File: src/rtl/fft_ctrl_pkg.sv
// Shared types and constants for the radix-2 DIF FFT stage sequencer.
// Optional per-stage scaling is enabled by the FFT_STAGE_SCALE_EN macro.
package fft_ctrl_pkg;

    localparam int unsigned DATA_W    = 34;
    localparam int unsigned ROT_W     = 7;
    localparam int unsigned MAX_LOG2N = 8;
    localparam int unsigned ADDR_W    = MAX_LOG2N;
    localparam int unsigned LOG2N_W   = 4;
    localparam int unsigned STAGE_W   = 3;

    typedef enum logic [1:0] {
        IDLE  = 2'd0,
        RUN   = 2'd1,
        DRAIN = 2'd2
    } state_t;

endpackage

File: src/rtl/fft_stage_seq_if.sv
// Control, issue and write-back bus of the FFT stage sequencer.
// scale_mask/wr_scale exist only when FFT_STAGE_SCALE_EN is defined.
interface fft_stage_seq_if #(
    parameter int unsigned ADDR_W = fft_ctrl_pkg::ADDR_W,
    parameter int unsigned ROT_W  = fft_ctrl_pkg::ROT_W
);
    import fft_ctrl_pkg::*;

    logic                 start;
    logic [LOG2N_W-1:0]   log2n;
    logic                 abort;
    logic                 busy;
    logic                 done;
    logic                 cfg_err;
    logic [STAGE_W-1:0]   stage;
    logic                 rd_en;
    logic [ADDR_W-1:0]    rd_addr_a;
    logic [ADDR_W-1:0]    rd_addr_b;
    logic [ROT_W-1:0]     rot;
    logic                 wr_en;
    logic [ADDR_W-1:0]    wr_addr_a;
    logic [ADDR_W-1:0]    wr_addr_b;
`ifdef FFT_STAGE_SCALE_EN
    logic [MAX_LOG2N-1:0] scale_mask;
    logic                 wr_scale;
`endif

    modport master (
        output start, log2n, abort,
`ifdef FFT_STAGE_SCALE_EN
        output scale_mask,
        input  wr_scale,
`endif
        input  busy, done, cfg_err, stage, rd_en, rd_addr_a, rd_addr_b, rot,
        input  wr_en, wr_addr_a, wr_addr_b
    );

    modport slave (
        input  start, log2n, abort,
`ifdef FFT_STAGE_SCALE_EN
        input  scale_mask,
        output wr_scale,
`endif
        output busy, done, cfg_err, stage, rd_en, rd_addr_a, rd_addr_b, rot,
        output wr_en, wr_addr_a, wr_addr_b
    );

endinterface

File: src/rtl/fft_addr_gen.sv
// Combinational butterfly address pair and W256 twiddle exponent
// for stage s, butterfly k of a 2^log2n point DIF FFT.
module fft_addr_gen #(
    parameter int unsigned MAX_LOG2N = fft_ctrl_pkg::MAX_LOG2N,
    parameter int unsigned ADDR_W    = fft_ctrl_pkg::ADDR_W,
    parameter int unsigned ROT_W     = fft_ctrl_pkg::ROT_W
) (
    input  logic [fft_ctrl_pkg::STAGE_W-1:0] i_s,
    input  logic [ADDR_W-2:0]                i_k,
    input  logic [fft_ctrl_pkg::LOG2N_W-1:0] i_log2n,
    output logic [ADDR_W-1:0]                o_a,
    output logic [ADDR_W-1:0]                o_b,
    output logic [ROT_W-1:0]                 o_rot
);
    import fft_ctrl_pkg::*;

    logic [LOG2N_W-1:0] w_hsh;
    logic [LOG2N_W-1:0] w_rsh;
    logic [ADDR_W-1:0]  w_k;
    logic [ADDR_W-1:0]  w_half;
    logic [ADDR_W-1:0]  w_j;
    logic [ADDR_W-1:0]  w_g;

    // half is a power of two, so mod/div reduce to mask/shift by log2(half)
    always_comb begin
        w_hsh  = i_log2n - LOG2N_W'(i_s) - LOG2N_W'(1);
        w_rsh  = LOG2N_W'(i_s) + LOG2N_W'(MAX_LOG2N) - i_log2n;
        w_k    = {1'b0, i_k};
        w_half = ADDR_W'(1) << w_hsh;
        w_j    = w_k & (w_half - ADDR_W'(1));
        w_g    = w_k >> w_hsh;
        o_a    = (w_g << (w_hsh + LOG2N_W'(1))) | w_j;
        o_b    = o_a + w_half;
        o_rot  = ROT_W'(w_j << w_rsh);
    end

endmodule

File: src/rtl/fft_stage_seq.sv
// In-place radix-2 DIF FFT sequencer: one butterfly issue per cycle, write-back
// delayed by DP_LAT. Per-stage result scaling is added by FFT_STAGE_SCALE_EN.
module fft_stage_seq #(
    parameter int unsigned MAX_LOG2N = fft_ctrl_pkg::MAX_LOG2N,
    parameter int unsigned DP_LAT    = 2,
    parameter int unsigned ADDR_W    = fft_ctrl_pkg::ADDR_W,
    parameter int unsigned ROT_W     = fft_ctrl_pkg::ROT_W
) (
    input  logic           clk,
    input  logic           rst,
    fft_stage_seq_if.slave bus
);
    import fft_ctrl_pkg::*;

    localparam int unsigned KW = ADDR_W - 1;
    localparam int unsigned CW = (DP_LAT > 1) ? $clog2(DP_LAT) : 1;

    state_t             r_state;
    logic [LOG2N_W-1:0] r_log2n;
    logic [STAGE_W-1:0] r_s;
    logic [KW-1:0]      r_k;
    logic [CW-1:0]      r_dcnt;
    logic               r_busy;
    logic               r_done;
    logic               r_cfg_err;
    logic               r_rd_en;

    logic [DP_LAT-1:0]  r_pen;
    logic [ADDR_W-1:0]  r_pa [DP_LAT];
    logic [ADDR_W-1:0]  r_pb [DP_LAT];

    logic [ADDR_W-1:0]  w_a;
    logic [ADDR_W-1:0]  w_b;
    logic [ROT_W-1:0]   w_rot;
    logic [ADDR_W-1:0]  w_rd_a;
    logic [ADDR_W-1:0]  w_rd_b;
    logic [ADDR_W-1:0]  w_klast;
    logic               w_last_stage;
    logic               w_cfg_ok;

`ifdef FFT_STAGE_SCALE_EN
    logic [MAX_LOG2N-1:0] r_scale_mask;
    logic [STAGE_W-1:0]   r_ps [DP_LAT];
`endif

    fft_addr_gen #(
        .MAX_LOG2N (MAX_LOG2N),
        .ADDR_W    (ADDR_W),
        .ROT_W     (ROT_W)
    ) u_addr_gen (
        .i_s     (r_s),
        .i_k     (r_k),
        .i_log2n (r_log2n),
        .o_a     (w_a),
        .o_b     (w_b),
        .o_rot   (w_rot)
    );

    assign w_klast      = (ADDR_W'(1) << (r_log2n - LOG2N_W'(1))) - ADDR_W'(1);
    assign w_last_stage = (LOG2N_W'(r_s) == r_log2n - LOG2N_W'(1));
    assign w_cfg_ok     = (bus.log2n != '0) && (bus.log2n <= LOG2N_W'(MAX_LOG2N));

    // Issue addresses are forced to zero outside RUN so idle outputs stay quiet
    assign w_rd_a = r_rd_en ? w_a : '0;
    assign w_rd_b = r_rd_en ? w_b : '0;

    always_ff @(posedge clk or posedge rst) begin
        if (rst) begin
            r_state   <= IDLE;
            r_log2n   <= '0;
            r_s       <= '0;
            r_k       <= '0;
            r_dcnt    <= '0;
            r_busy    <= 1'b0;
            r_done    <= 1'b0;
            r_cfg_err <= 1'b0;
            r_rd_en   <= 1'b0;
`ifdef FFT_STAGE_SCALE_EN
            r_scale_mask <= '0;
`endif
        end else begin
            r_done    <= 1'b0;
            r_cfg_err <= 1'b0;
            if (bus.abort) begin
                r_state <= IDLE;
                r_busy  <= 1'b0;
                r_rd_en <= 1'b0;
                r_s     <= '0;
                r_k     <= '0;
                r_dcnt  <= '0;
            end else begin
                case (r_state)
                    IDLE: begin
                        if (bus.start) begin
                            if (w_cfg_ok) begin
                                r_state <= RUN;
                                r_log2n <= bus.log2n;
                                r_s     <= '0;
                                r_k     <= '0;
                                r_busy  <= 1'b1;
                                r_rd_en <= 1'b1;
`ifdef FFT_STAGE_SCALE_EN
                                r_scale_mask <= bus.scale_mask;
`endif
                            end else begin
                                r_cfg_err <= 1'b1;
                            end
                        end
                    end
                    RUN: begin
                        if ({1'b0, r_k} == w_klast) begin
                            r_state <= DRAIN;
                            r_rd_en <= 1'b0;
                            r_dcnt  <= '0;
                        end else begin
                            r_k <= r_k + 1'b1;
                        end
                    end
                    DRAIN: begin
                        if (r_dcnt == CW'(DP_LAT - 1)) begin
                            if (w_last_stage) begin
                                r_state <= IDLE;
                                r_busy  <= 1'b0;
                                r_done  <= 1'b1;
                                r_s     <= '0;
                            end else begin
                                r_state <= RUN;
                                r_s     <= r_s + 1'b1;
                                r_k     <= '0;
                                r_rd_en <= 1'b1;
                            end
                        end else begin
                            r_dcnt <= r_dcnt + 1'b1;
                        end
                    end
                    default: r_state <= IDLE;
                endcase
            end
        end
    end

    // Write-back delay line; abort flushes it so no stale writes land
    always_ff @(posedge clk or posedge rst) begin
        if (rst) begin
            r_pen <= '0;
            for (int unsigned i = 0; i < DP_LAT; i++) begin
                r_pa[i] <= '0;
                r_pb[i] <= '0;
`ifdef FFT_STAGE_SCALE_EN
                r_ps[i] <= '0;
`endif
            end
        end else if (bus.abort) begin
            r_pen <= '0;
            for (int unsigned i = 0; i < DP_LAT; i++) begin
                r_pa[i] <= '0;
                r_pb[i] <= '0;
`ifdef FFT_STAGE_SCALE_EN
                r_ps[i] <= '0;
`endif
            end
        end else begin
            r_pen[0] <= r_rd_en;
            r_pa[0]  <= w_rd_a;
            r_pb[0]  <= w_rd_b;
`ifdef FFT_STAGE_SCALE_EN
            r_ps[0]  <= r_s;
`endif
            for (int unsigned i = 1; i < DP_LAT; i++) begin
                r_pen[i] <= r_pen[i-1];
                r_pa[i]  <= r_pa[i-1];
                r_pb[i]  <= r_pb[i-1];
`ifdef FFT_STAGE_SCALE_EN
                r_ps[i]  <= r_ps[i-1];
`endif
            end
        end
    end

    assign bus.busy      = r_busy;
    assign bus.done      = r_done;
    assign bus.cfg_err   = r_cfg_err;
    assign bus.stage     = r_s;
    assign bus.rd_en     = r_rd_en;
    assign bus.rd_addr_a = w_rd_a;
    assign bus.rd_addr_b = w_rd_b;
    assign bus.rot       = r_rd_en ? w_rot : '0;
    assign bus.wr_en     = r_pen[DP_LAT-1];
    assign bus.wr_addr_a = r_pa[DP_LAT-1];
    assign bus.wr_addr_b = r_pb[DP_LAT-1];
`ifdef FFT_STAGE_SCALE_EN
    assign bus.wr_scale  = r_pen[DP_LAT-1] & r_scale_mask[r_ps[DP_LAT-1]];
`endif

endmodule
File: src/flat_wrapper.sv
// flat-port wrapper written by rule: the top's interface ports become plain ports
module fft_stage_seq_flat import fft_ctrl_pkg::*;
#(
    parameter int unsigned MAX_LOG2N = fft_ctrl_pkg::MAX_LOG2N,
    parameter int unsigned DP_LAT    = 2,
    parameter int unsigned ADDR_W    = fft_ctrl_pkg::ADDR_W,
    parameter int unsigned ROT_W     = fft_ctrl_pkg::ROT_W
)
  (clk, rst, bus_start, bus_log2n, bus_abort, bus_busy, bus_done, bus_cfg_err, bus_stage, bus_rd_en, bus_rd_addr_a, bus_rd_addr_b, bus_rot, bus_wr_en, bus_wr_addr_a, bus_wr_addr_b);
  fft_stage_seq_if #(.ADDR_W(ADDR_W), .ROT_W(ROT_W)) bus_i ();
  input  logic clk;
  input  logic rst;
  input wire logic [$bits(bus_i.start)-1:0] bus_start;
  input wire logic [$bits(bus_i.log2n)-1:0] bus_log2n;
  input wire logic [$bits(bus_i.abort)-1:0] bus_abort;
  output wire logic [$bits(bus_i.busy)-1:0] bus_busy;
  output wire logic [$bits(bus_i.done)-1:0] bus_done;
  output wire logic [$bits(bus_i.cfg_err)-1:0] bus_cfg_err;
  output wire logic [$bits(bus_i.stage)-1:0] bus_stage;
  output wire logic [$bits(bus_i.rd_en)-1:0] bus_rd_en;
  output wire logic [$bits(bus_i.rd_addr_a)-1:0] bus_rd_addr_a;
  output wire logic [$bits(bus_i.rd_addr_b)-1:0] bus_rd_addr_b;
  output wire logic [$bits(bus_i.rot)-1:0] bus_rot;
  output wire logic [$bits(bus_i.wr_en)-1:0] bus_wr_en;
  output wire logic [$bits(bus_i.wr_addr_a)-1:0] bus_wr_addr_a;
  output wire logic [$bits(bus_i.wr_addr_b)-1:0] bus_wr_addr_b;
  assign bus_i.start = bus_start;
  assign bus_i.log2n = bus_log2n;
  assign bus_i.abort = bus_abort;
  assign bus_busy = bus_i.busy;
  assign bus_done = bus_i.done;
  assign bus_cfg_err = bus_i.cfg_err;
  assign bus_stage = bus_i.stage;
  assign bus_rd_en = bus_i.rd_en;
  assign bus_rd_addr_a = bus_i.rd_addr_a;
  assign bus_rd_addr_b = bus_i.rd_addr_b;
  assign bus_rot = bus_i.rot;
  assign bus_wr_en = bus_i.wr_en;
  assign bus_wr_addr_a = bus_i.wr_addr_a;
  assign bus_wr_addr_b = bus_i.wr_addr_b;
  fft_stage_seq #(.MAX_LOG2N(MAX_LOG2N), .DP_LAT(DP_LAT), .ADDR_W(ADDR_W), .ROT_W(ROT_W)) u_core (.clk(clk), .rst(rst), .bus(bus_i));
endmodule
File: config.mk
export PLATFORM = sky130hd
export DESIGN_NAME = fft_stage_seq_flat
export DESIGN_NICKNAME = d
export VERILOG_FILES = /design/src/rtl/fft_ctrl_pkg.sv /design/src/rtl/fft_stage_seq_if.sv /design/src/rtl/fft_addr_gen.sv /design/src/rtl/fft_stage_seq.sv /design/src/flat_wrapper.sv
export SDC_FILE = /design/constraint.sdc
export NUM_CORES = 1
export LEC_CHECK = 0
export ABC_AREA = 1
export CAP_MARGIN = 25
export CORE_MARGIN = 5
export CORE_UTILIZATION = 43
export CTS_BUF_LIST = sky130_fd_sc_hd__clkbuf_4 sky130_fd_sc_hd__clkbuf_8
export DETAILED_ROUTE_END_ITERATION = 10
export PLACE_DENSITY = 0.74
export SLEW_MARGIN = 30
export SYNTH_ARGS = -nofsm -noshare
export SYNTH_HDL_FRONTEND = slang
export SYNTH_SLANG_ARGS = --single-unit
export TNS_END_PERCENT = 5
File: constraint.sdc
create_clock -name clk -period 4.64 [get_ports clk]
set_input_delay 0.696 -clock clk [delete_from_list [all_inputs] [get_ports clk]]
set_output_delay 0.696 -clock clk [all_outputs]
set_load 0.1 [all_outputs]
# [Word-level counts from Yosys, hierarchy flattened]
# Cells that the tools add are included.
[word_totals] ff_bits=55
[op_classes] reduce_logical=13 shifts=5 eq_ne=11 bitwise_logic=3 order_cmp=1 n_addsub=12 n_mux=48
[ops] operator="two-way mux 7 bit" count=7
[ops] operator="two-way mux 16 bit" count=2
[ops] operator="one-hot mux 7 bit (3 select lines)" count=1
[ops] operator="two-way mux 1 bit" count=20
[ops] operator="two-way mux 8 bit" count=2
[ops] operator="left shift 1 x 4 -> 8 bit (first input constant)" count=2
[ops] operator="two-way mux 3 bit" count=5
[ops] operator="two-way mux 2 bit" count=6
[ops] operator="inequality test 3 x 2 -> 1 bit (second input constant)" count=4
[ops] operator="AND reduction 4 bit" count=3
[ops] operator="AND reduction 6 bit" count=2
[ops] operator="inequality test 3 bit (second input constant)" count=3
[ops] operator="adder 8 bit" count=1
[ops] operator="bitwise AND 7 x 8 -> 8 bit" count=1
[ops] operator="== test 7 x 8 -> 1 bit" count=1
[ops] operator="OR 8 bit" count=1
[ops] operator="nonzero test 4 bit" count=2
[ops] operator="left shift 8 x 4 -> 7 bit" count=1
[ops] operator="left shift 8 x 4 -> 8 bit" count=1
[ops] operator=">> shifter 7 x 4 -> 8 bit" count=1
[ops] operator="subtractor 4 x 1 -> 4 bit (second input constant)" count=2
[ops] operator="subtractor 8 x 1 -> 8 bit (second input constant)" count=1
[ops] operator="subtractor 8 x 2 -> 8 bit (second input constant)" count=1
[ops] operator="adder 7 x 1 -> 7 bit (second input constant)" count=1
[ops] operator="other kinds (20)" count=22

# [Depth between registers and ports, before layout]
# Gate-level depths: netlist of run 1.
[logic_depth] depth_word=9 depth_mapped=27

# [Modules after synthesis]
# From an unflattened synthesis of run 1, not the netlist that was laid out.
[unflattened] cells_unflattened=675 area_unflattened_um2=4524.3
[modules_own_cells] module="fft_stage_seq" n_inst=1 area_each_um2=3094.2 seq_area_each_um2=1376.3 cells_per_inst=411
[modules_own_cells] module="fft_addr_gen" n_inst=1 area_each_um2=1430.1 seq_area_each_um2=0.0 cells_per_inst=264

# [Least setup slack after synthesis of run 1]
# OpenSTA, ideal clock, no wires.
[synth_timing] kind="flip-flop to output port" startpoint="register u_core.r_s[0], in the netlist u_core.bus.stage[0]" endpoint="output port bus_rd_addr_b[6]" t_required_ns=3.944 setup_slack_ns=-2.319 path_stages_with_launch=23 arrival_time_ns=6.263 path_cell_list="dfrtp_1 -> inv_1 -> ha_1 -> fa_1 -> clkbuf_1 -> nand2_1 -> inv_1 -> ha_1 -> inv_2 -> a21oi_1 -> inv_1 -> ha_1 -> inv_1 -> fa_1 -> nor2_1 -> o21ai_0 -> nand2_1 -> nand2_1 -> inv_1 -> or2_2 -> a21oi_1 -> nor2_1 -> nor3_1"
[synth_via] elab_chain_cells=8 elab_cells_between_ends=11
[synth_rtl] element="from (decl)" line="fft_stage_seq.sv:20" text="logic [STAGE_W-1:0] r_s;"
[synth_rtl] element="from (signal assigned)" line="fft_stage_seq.sv:128" text="r_s <= r_s + 1'b1;"
[synth_rtl] element="subtractor 4 x 3 -> 4 bit *" line="fft_addr_gen.sv:26" text="w_hsh = i_log2n - LOG2N_W'(i_s) - LOG2N_W'(1);"
[synth_rtl] element="subtractor 4 x 1 -> 4 bit *" line="fft_addr_gen.sv:26"
[synth_rtl] element="left shift 1 x 4 -> 8 bit" line="fft_addr_gen.sv:29" text="w_half = ADDR_W'(1) << w_hsh;"
[synth_rtl] element="subtractor 8 x 1 -> 8 bit" line="fft_addr_gen.sv:30" text="w_j = w_k & (w_half - ADDR_W'(1));"
[synth_rtl] element="bitwise AND 7 x 8 -> 8 bit" line="fft_addr_gen.sv:30"
[synth_rtl] element="OR 8 bit" line="fft_addr_gen.sv:32" text="o_a = (w_g << (w_hsh + LOG2N_W'(1))) | w_j;"
[synth_rtl] element="adder 8 bit *" line="fft_addr_gen.sv:33" text="o_b = o_a + w_half;"
[synth_rtl] element="two-way mux 8 bit *" line="fft_stage_seq.sv:65" text="assign w_rd_b = r_rd_en ? w_b : '0;"
[synth_rtl] element="to (decl)" line="flat_wrapper.sv:22" text="output wire logic [$bits(bus_i.rd_addr_b)-1:0] bus_rd_addr_b;"
# Mark *: on every way between the ends. The rest lies on a longest branch, timed or not.

# [Worst setup path after layout of run 1]
[layout_timing] startpoint="register u_core.r_log2n[0]" endpoint="output port bus_rd_addr_b[6]"
[layout_via] elab_chain_cells=8 elab_cells_between_ends=11
[layout_rtl] element="from (decl)" line="fft_stage_seq.sv:19" text="logic [LOG2N_W-1:0] r_log2n;"
[layout_rtl] element="from (signal assigned)" line="fft_stage_seq.sv:97" text="r_log2n <= bus.log2n;"
[layout_rtl] element="subtractor 4 x 3 -> 4 bit *" line="fft_addr_gen.sv:26"
[layout_rtl] element="subtractor 4 x 1 -> 4 bit *" line="fft_addr_gen.sv:26"
[layout_rtl] element="left shift 1 x 4 -> 8 bit" line="fft_addr_gen.sv:29"
[layout_rtl] element="subtractor 8 x 1 -> 8 bit" line="fft_addr_gen.sv:30"
[layout_rtl] element="bitwise AND 7 x 8 -> 8 bit" line="fft_addr_gen.sv:30"
[layout_rtl] element="OR 8 bit" line="fft_addr_gen.sv:32"
[layout_rtl] element="adder 8 bit *" line="fft_addr_gen.sv:33"
[layout_rtl] element="two-way mux 8 bit *" line="fft_stage_seq.sv:65"
# Marks and branches as above.

==> results of run 1 <==
==> layout make-up <==
class	instances	area (um^2)	share of cell area
clock buffers	7	90.1	0.0158
well taps	133	166	0.0291
inverters	100	385	0.0675
clock inverters	1	8.76	0.00153
flip-flops and latches	55	1380	0.242
repair buffers	98	987	0.173
multi-input cells	433	2700	0.472
==> metrics by stage <==
step	setup WS [ps]	std cells	hold WS, ps	area, um^2	setup TNS [ps]
6_report	-99.8	827	461	5710	-195
5_1_grt	-293	827	488	5710	-866
4_1_cts	-89.8	822	467	5580	-171
3_5_place_dp	-101	800	445	5270	-108
3_3_place_gp	14.9	800	435	5270	0
2_1_floorplan	-439	617	434	4470	-3170
==> layout by cell type, fill, tap and decap left out, drive strengths merged <==
master         instances
a211o                  1
a211oi                 1
a21o                   1
a21oi                 24
a22oi                  4
a31oi                  2
buf                   67
clkbuf                 7
clkdlybuf4s50         31
clkinv                 2
dfrtp                 55
fa                     2
ha                    22
inv                   99
mux2i                  1
nand2                165
nand3                 57
nand4                  8
nor2                  77
nor3                  11
nor3b                  1
nor4                   8
o211ai                 3
o21ai                 32
o21bai                 2
o311ai                 1
or2                    3
xnor2                  1
xor2                   6
==> final timing paths <==
path / from / endpoint / slack [ps] / cells after the start
max: u_core.r_log2n[0] / bus_rd_addr_b[6] / -100 / 24
min: u_core.r_pb[9] / u_core.bus.wr_addr_b[1] / 460 / 2
max reg2reg: u_core.r_log2n[0] / u_core.r_pb[14] / 880 / 25
min reg2reg: u_core.r_pb[9] / u_core.bus.wr_addr_b[1] / 460 / 2
max in group asynchronous: rst / u_core.r_pa[8] / 3130 / 3
min in group asynchronous: rst / u_core.r_state[0] / 710 / 2
==> metal layers <==
layer  GRT usage  vias to the layer above
met4      0.0801                        0
met2       0.368                      135
met3      0.0294                       37
met5           0                        -
met1       0.235                     1961
li1            -                     2093
==> registers in the layout, indices dropped and copies added, names as in the netlist <==
name and flops:
u_core.r_pa 8, u_core.bus.busy 1, u_core.bus.wr_addr_b 8, u_core.r_dcnt 1, u_core.bus.stage 3, u_core.bus.wr_addr_a 8
u_core.bus.rd_en 1, u_core.r_pb 8, u_core.bus.cfg_err 1, u_core.bus.done 1, u_core.r_log2n 4, u_core.r_k 7
u_core.r_pen 2, u_core.r_state 2
==> logic make-up (layout without fill, tap and decap cells) <==
family          count (synthesis)  in the layout  synth area share
flops                          55             55             0.323
xor+xnor                        7              7            0.0144
compound gates                 71             71            0.0969
buf+inv                       129            206             0.132
mux                             1              1           0.00235
fa+ha+maj                      24             24            0.0740
simple gates                  330            330             0.357
==> repair_timing <==
| action | 4_1_cts | 5_1_grt |
|---|---|---|
| hold buffers | 0 | 0 |
| buffers inserted | 14 | 5 |
| setup endpoints to repair | 3 | 4 |
| pin swaps | 22 | 24 |
| resized for setup | 28 | 26 |
==> critical path, stage by stage (launching register included) <==
cell and delay, ps:
dfrtp_1 420, ha_4 180, fa_2 670, inv_4 90
nor2_4 170, a22oi_2 110, nand2_2 110, nand3_4 90
nor2_4 140, a21oi_2 70, inv_1 50, ha_2 170
inv_2 40, fa_2 360, nor2_4 130, o21ai_2 50
nand2_1 80, nand2_1 70, inv_2 50, or2_4 110
a21oi_4 50, inv_2 60, nor2_4 40, nor3_4 190
buf_12 200
==> results.md, run 1 <==
* Status: finished with violations
* Failing checks: negative setup slack
* Crit end category: output port
* Num CTS Buffers at 5
* Max Clk Rate at 211 MHz
* DRC viols at 0
* Std cell rows at 36
* Post-layout util at 0.587
* DRT Wirelength at 12.0 mm
* Synthesized Nets at around 650
* WL met2 at roughly 6.1 mm
* Core box area at 9730 um^2
* Top-level port count at 55
* CTS Root Cell: clkbuf_8
* Synth top area share at 0.323
* Setup WS post-layout at -99.8 ps
* First-pass GRT wire length at about 19 mm
* Synth-to-Final Area Change at 34.1%
* Crit path kind: reg2out
* Largest net degree at the start of global routing at 35
* CTS tree: done
* Sinks on Clock Net at between 50 and 60
* Hold Path Class: reg2reg
* Post-synth cell types at 41
* Uppermost layer routed: met4
* Met1 Wirelength at 4.76 mm
* Post-synth EDFFs at 0
* Fillers at 897
* RSZ-0062 raised after global routing: yes
* Met3 Routed Length at roughly 580 um
* Die span in x at roughly 110 um
* Grt total ovfl at 0
* CP arrival at between 4000 and 5000 ps
* Initial Utilization at 0.438
* GP Congestion at 0.946
* Die Area at between 10000 and 15000 um^2
* Most common cell in the netlist: nand2_1
* Clock H-tree levels at 2
* Initial antenna violation count at 0
* Final setup vio count at 3
* Drt pass-1 iters at 6
* Share of layout cells above drive strength 1 at 0.275
* Yosys reg bits at 55
* CP Max Fanout at 6
* IO buf count at 54
* Die height at roughly 110 um
* CP startpoint kind: flip-flop
* Synth area leaders: dfrtp_1 (32%), nand2_1 (13%), inv_1 (8.3%)
* Vias per cell at between 5 and 6
* Ant diodes at 0
* Clock skew at approximately 7.9 ps
* Relative slew slack at 0.344
* Actual slew at the worst max-slew pin at a little under 1000 ps
* Final count of pins violating max slew at 0
* DR vias at between 4000 and 5000
* Synth Instances at roughly 620
* Top cells by count, synth: nand2_1 (150), inv_1 (94), nor2_1 (67)
* Final hold violation count at 0
* Ys async rst share at 1.00
* Synth Warn # at 0
* Reg clk slew, reported paths at roughly 110 ps
* Post-route ant nets at 0
* Sequential fraction of the synthesis area at 0.323
* Vias in the first global route at around 4200
* Final period utilization at 1.02
* Max-cap viol count at 0
* Mapped Area at 4260 um^2
* Detail Placement HPWL at around 9.3 mm
* Tmin final at about 4700 ps
* Initial DRC count at about 230
* WL/cell at 14.5 um
* Clk_lat worst skew at just over 300 ps
* Net count, final at roughly 730
* Leading area contributor after synthesis: dfrtp_1
* Longest Clk Path Bufs at 2
* WP data required at between 3000 and 4000 ps
* Tot GR Track Use at 0.201
* Top_reg_cell synth: dfrtp_1
* Mean Syn Cell Area at 6.91 um^2
Power of run 1 is left out: the tool's default activity adds up to more than one toggle a clock period on the data nets, which glitch-free logic cannot reach.
==> run 2: changes to the inputs <==
- ABC_AREA: 1 -> unset
- CORE_MARGIN: 5 -> 10
- CTS_BUF_LIST: sky130_fd_sc_hd__clkbuf_4 sky130_fd_sc_hd__clkbuf_8 -> unset
==> run 2 against run 1 <==
The run still ends with negative setup slack left. Synthesized area is 5.8% lower. Worst setup slack worse by 160 ps. Critical path depth is 4 lower. Critical path type unchanged. Critical endpoint is now bus_rd_addr_b[7].
==> results.md, run 2 <==
* Status: finished with violations
* Failing checks: negative setup slack
* Synth top area share at 0.343
* Vias in the first global route at approximately 3800
* Dpl cell area at between 5000 and 6000 um^2
* Reg-to-reg endpoint: u_core.r_k[3]
* Ys async rst share at 1.00
* Max Clk Rate at around 200 MHz
* Commonest non-fill, non-tap cell in the layout: buf_4
* Crit path kind: reg2out
* Detail Placement HPWL at between 8 and 9 mm
* CTS Root Cell: clkbuf_8
* Design area at 5410 um^2
* CTS Hold Bufs at 0
* Die span in x at 117 um
* Most common cell in the netlist: dfrtp_1
* Crit-path slowest cell: dfrtp_2
* R2R Setup Slk at between 600 and 700 ps
* Commonest cells after routing, fill and taps aside: buf_4 (56), dfrtp_1 (52), nor2_1 (43)
* Final hold violation count at 0
* Storage element area at 1380 um^2
* R2R cell count at 16
* Post-synth EDFFs at 0
* Post-route ant nets at 0
* Yosys reg bits at 55
* Drt pass-1 iters at 6
* Mapped Area at 4010 um^2
* Sequential fraction of the synthesis area at 0.343
* Initial Utilization at 0.439
* CP arrival at around 4200 ps
* Final period utilization at 1.06
* Top_reg_cell synth: dfrtp_1
* Die Area at roughly 14000 um^2
* Setup WS post-layout at -255 ps
* Clk_lat worst skew at roughly 330 ps
* Leading area contributor after synthesis: dfrtp_1
* Clock skew at between 20 and 30 ps
* Core box area at ~9200 um^2
* Crit end category: output port
* Die height at ~120 um
* Hold WS at 465 ps
* DRC viols at 0
* First-pass GRT wire length at around 19 mm
* Relative slew slack at 0.339
* Reg clk slew, reported paths at 120 ps
* Longest Clk Path Bufs at 2
* Largest net degree at the start of global routing at between 50 and 60
* Share of layout cells above drive strength 1 at 0.242
* Post-layout power at 2.39 mW
* Top-level port count at 55
* Fillers at between 700 and 800
* Max-cap viol count at 0
* Num CTS Buffers at 5
* Post-layout util at 0.592
* Ant diodes at 0
* Top cells by count, synth: dfrtp_1 (55), nor2_1 (45), nand2_1 (33)
* Tot GR Track Use at 0.171
* Pre-CTS WS at -133 ps
* Initial antenna violation count at 0
* Hold Path Class: reg2reg
* Synth-to-Final Area Change at 34.9%
* WL/cell at between 15 and 20 um
* Crit path cell chain: inv_4 -> ha_4 -> a211oi_2 -> xnor2_2 -> a31oi_2 -> or3_4 -> ha_4 -> buf_4 -> nor3_1 -> a21oi_1 -> o21ai_1 -> a22oi_1 -> inv_1 -> ha_1 -> a21oi_1 -> o21ai_1 -> xnor2_1 -> xnor2_1 -> and2_4 -> buf_12
* CP Max Fanout at 10
* Synthesized Nets at 510
* Std cell rows at 35
* Synth area leaders: dfrtp_1 (34%), ha_1 (6.9%), nor2_1 (4.2%)
* R2R Path Start: u_core.r_log2n[1]
* Clock H-tree levels at 2
* Vias per cell at 5.66
* P per Cell Area at roughly 440 nW/um^2
* CP peak stage delay at between 400 and 500 ps
* Actual slew at the worst max-slew pin at 989 ps
* Synth Warn # at 0
* GP Congestion at 0.943
* DRT Wirelength at about 11 mm
* Pleak at between 2 and 2.5 nW
* Synth Instances at roughly 480
* IO buf count at 54
* Tmin final at a little under 5000 ps
* Net count, final at between 500 and 600
* Worst vdd ir at approximately 0.33 mV
* Hold endpoint: u_core.bus.wr_addr_b[7]
* Post-synth cell types at a little over 60
* Grt total ovfl at 0
* Initial DRC count at between 200 and 250
* Number of cells on the worst hold path at 1
* CTS tree: done
* CP startpoint kind: flip-flop
* Sinks on Clock Net at 55
* Final count of pins violating max slew at 0
* RSZ-0062 raised after global routing: yes
* Final setup vio count at 4
* Multi-input logic area at 2500 um^2
* Hold path startpoint: u_core.r_pb[15]
* Mean Syn Cell Area at 8.40 um^2
* WP data required at roughly 3900 ps
* DR vias at between 3000 and 4000
==> run 2: how the worst max path moves through the flow <==
stage | start | endpoint | slack, ps | depth (start not counted)
after floorplan | u_core.bus.stage[0] | bus_rd_addr_b[7] | -520 | 19
after global placement | u_core.bus.stage[0] | bus_rd_addr_b[7] | 20 | 20
after detailed placement | u_core.bus.stage[0] | bus_rd_addr_b[6] | -130 | 22
after CTS | u_core.bus.stage[1] | bus_rd_addr_b[7] | -270 | 20
after global routing | u_core.bus.stage[1] | bus_rd_addr_b[7] | -510 | 21
final | u_core.bus.stage[1] | bus_rd_addr_b[7] | -260 | 20
==> run 2: critical path, delay by kind of cell, from the launching register on <==
family	cells	cell delay (ps)
AO/OA/AOI/OAI	7	1060
AND/OR/NAND/NOR	3	750
adder cells (fa/ha/maj)	3	620
XOR/XNOR	3	510
buffers and inverters	4	480
flip-flops	1	450
==> run 2: cells by family after synthesis <==
kind of cell,Yosys count,share of synthesized area
multiplexers,8,0.0209
XOR/XNOR,20,0.0436
adder cells (fa/ha/maj),24,0.0786
AND/OR/NAND/NOR,187,0.244
buffers and inverters,68,0.0814
flip-flops,55,0.343
AO/OA/AOI/OAI,116,0.189
==> run 2: through the flow <==
stage                     setup TNS, ps  std cells
final                              -623        668
after global placement                0        654
after detailed placement           -252        654
after floorplan                   -5490        478
after global routing              -1600        668
after CTS                          -686        667
==> run 2: routing by layer <==
layer | track usage | vias up | routed length (um)
met5 | 0 | - | 0
met4 | 0.0618 | 0 | 263
met3 | 0.0339 | 21 | 704
met2 | 0.299 | 130 | 5750
met1 | 0.202 | 1828 | 4710
li1 | - | 1803 | -
==> run 2: cell type report <==
| class | instances | area share |
|---|---|---|
| Inverter | 30 | 0.0220 |
| Tap cell | 111 | 0.0257 |
| Sequential cell | 55 | 0.255 |
| Clock inverter | 2 | 0.00693 |
| Timing Repair Buffer | 109 | 0.215 |
| Multi-Input combinational cell | 355 | 0.462 |
| Clock buffer | 6 | 0.0134 |
==> run 2: timing repair <==
item	4_1_cts	5_1_grt
endpoints found under the hold margin	0	0
setup endpoints to repair	4	4
setup buffers	5	1
pin swaps	12	5
resized for setup	22	4
==> run 2: power breakdown <==
part	switching (mW)	internal [mW]
sequential	0.0251	0.504
clock	0.180	0.162
combinational	0.908	0.608
total	1.11	1.27
Power figures use the tool's default switching activity.
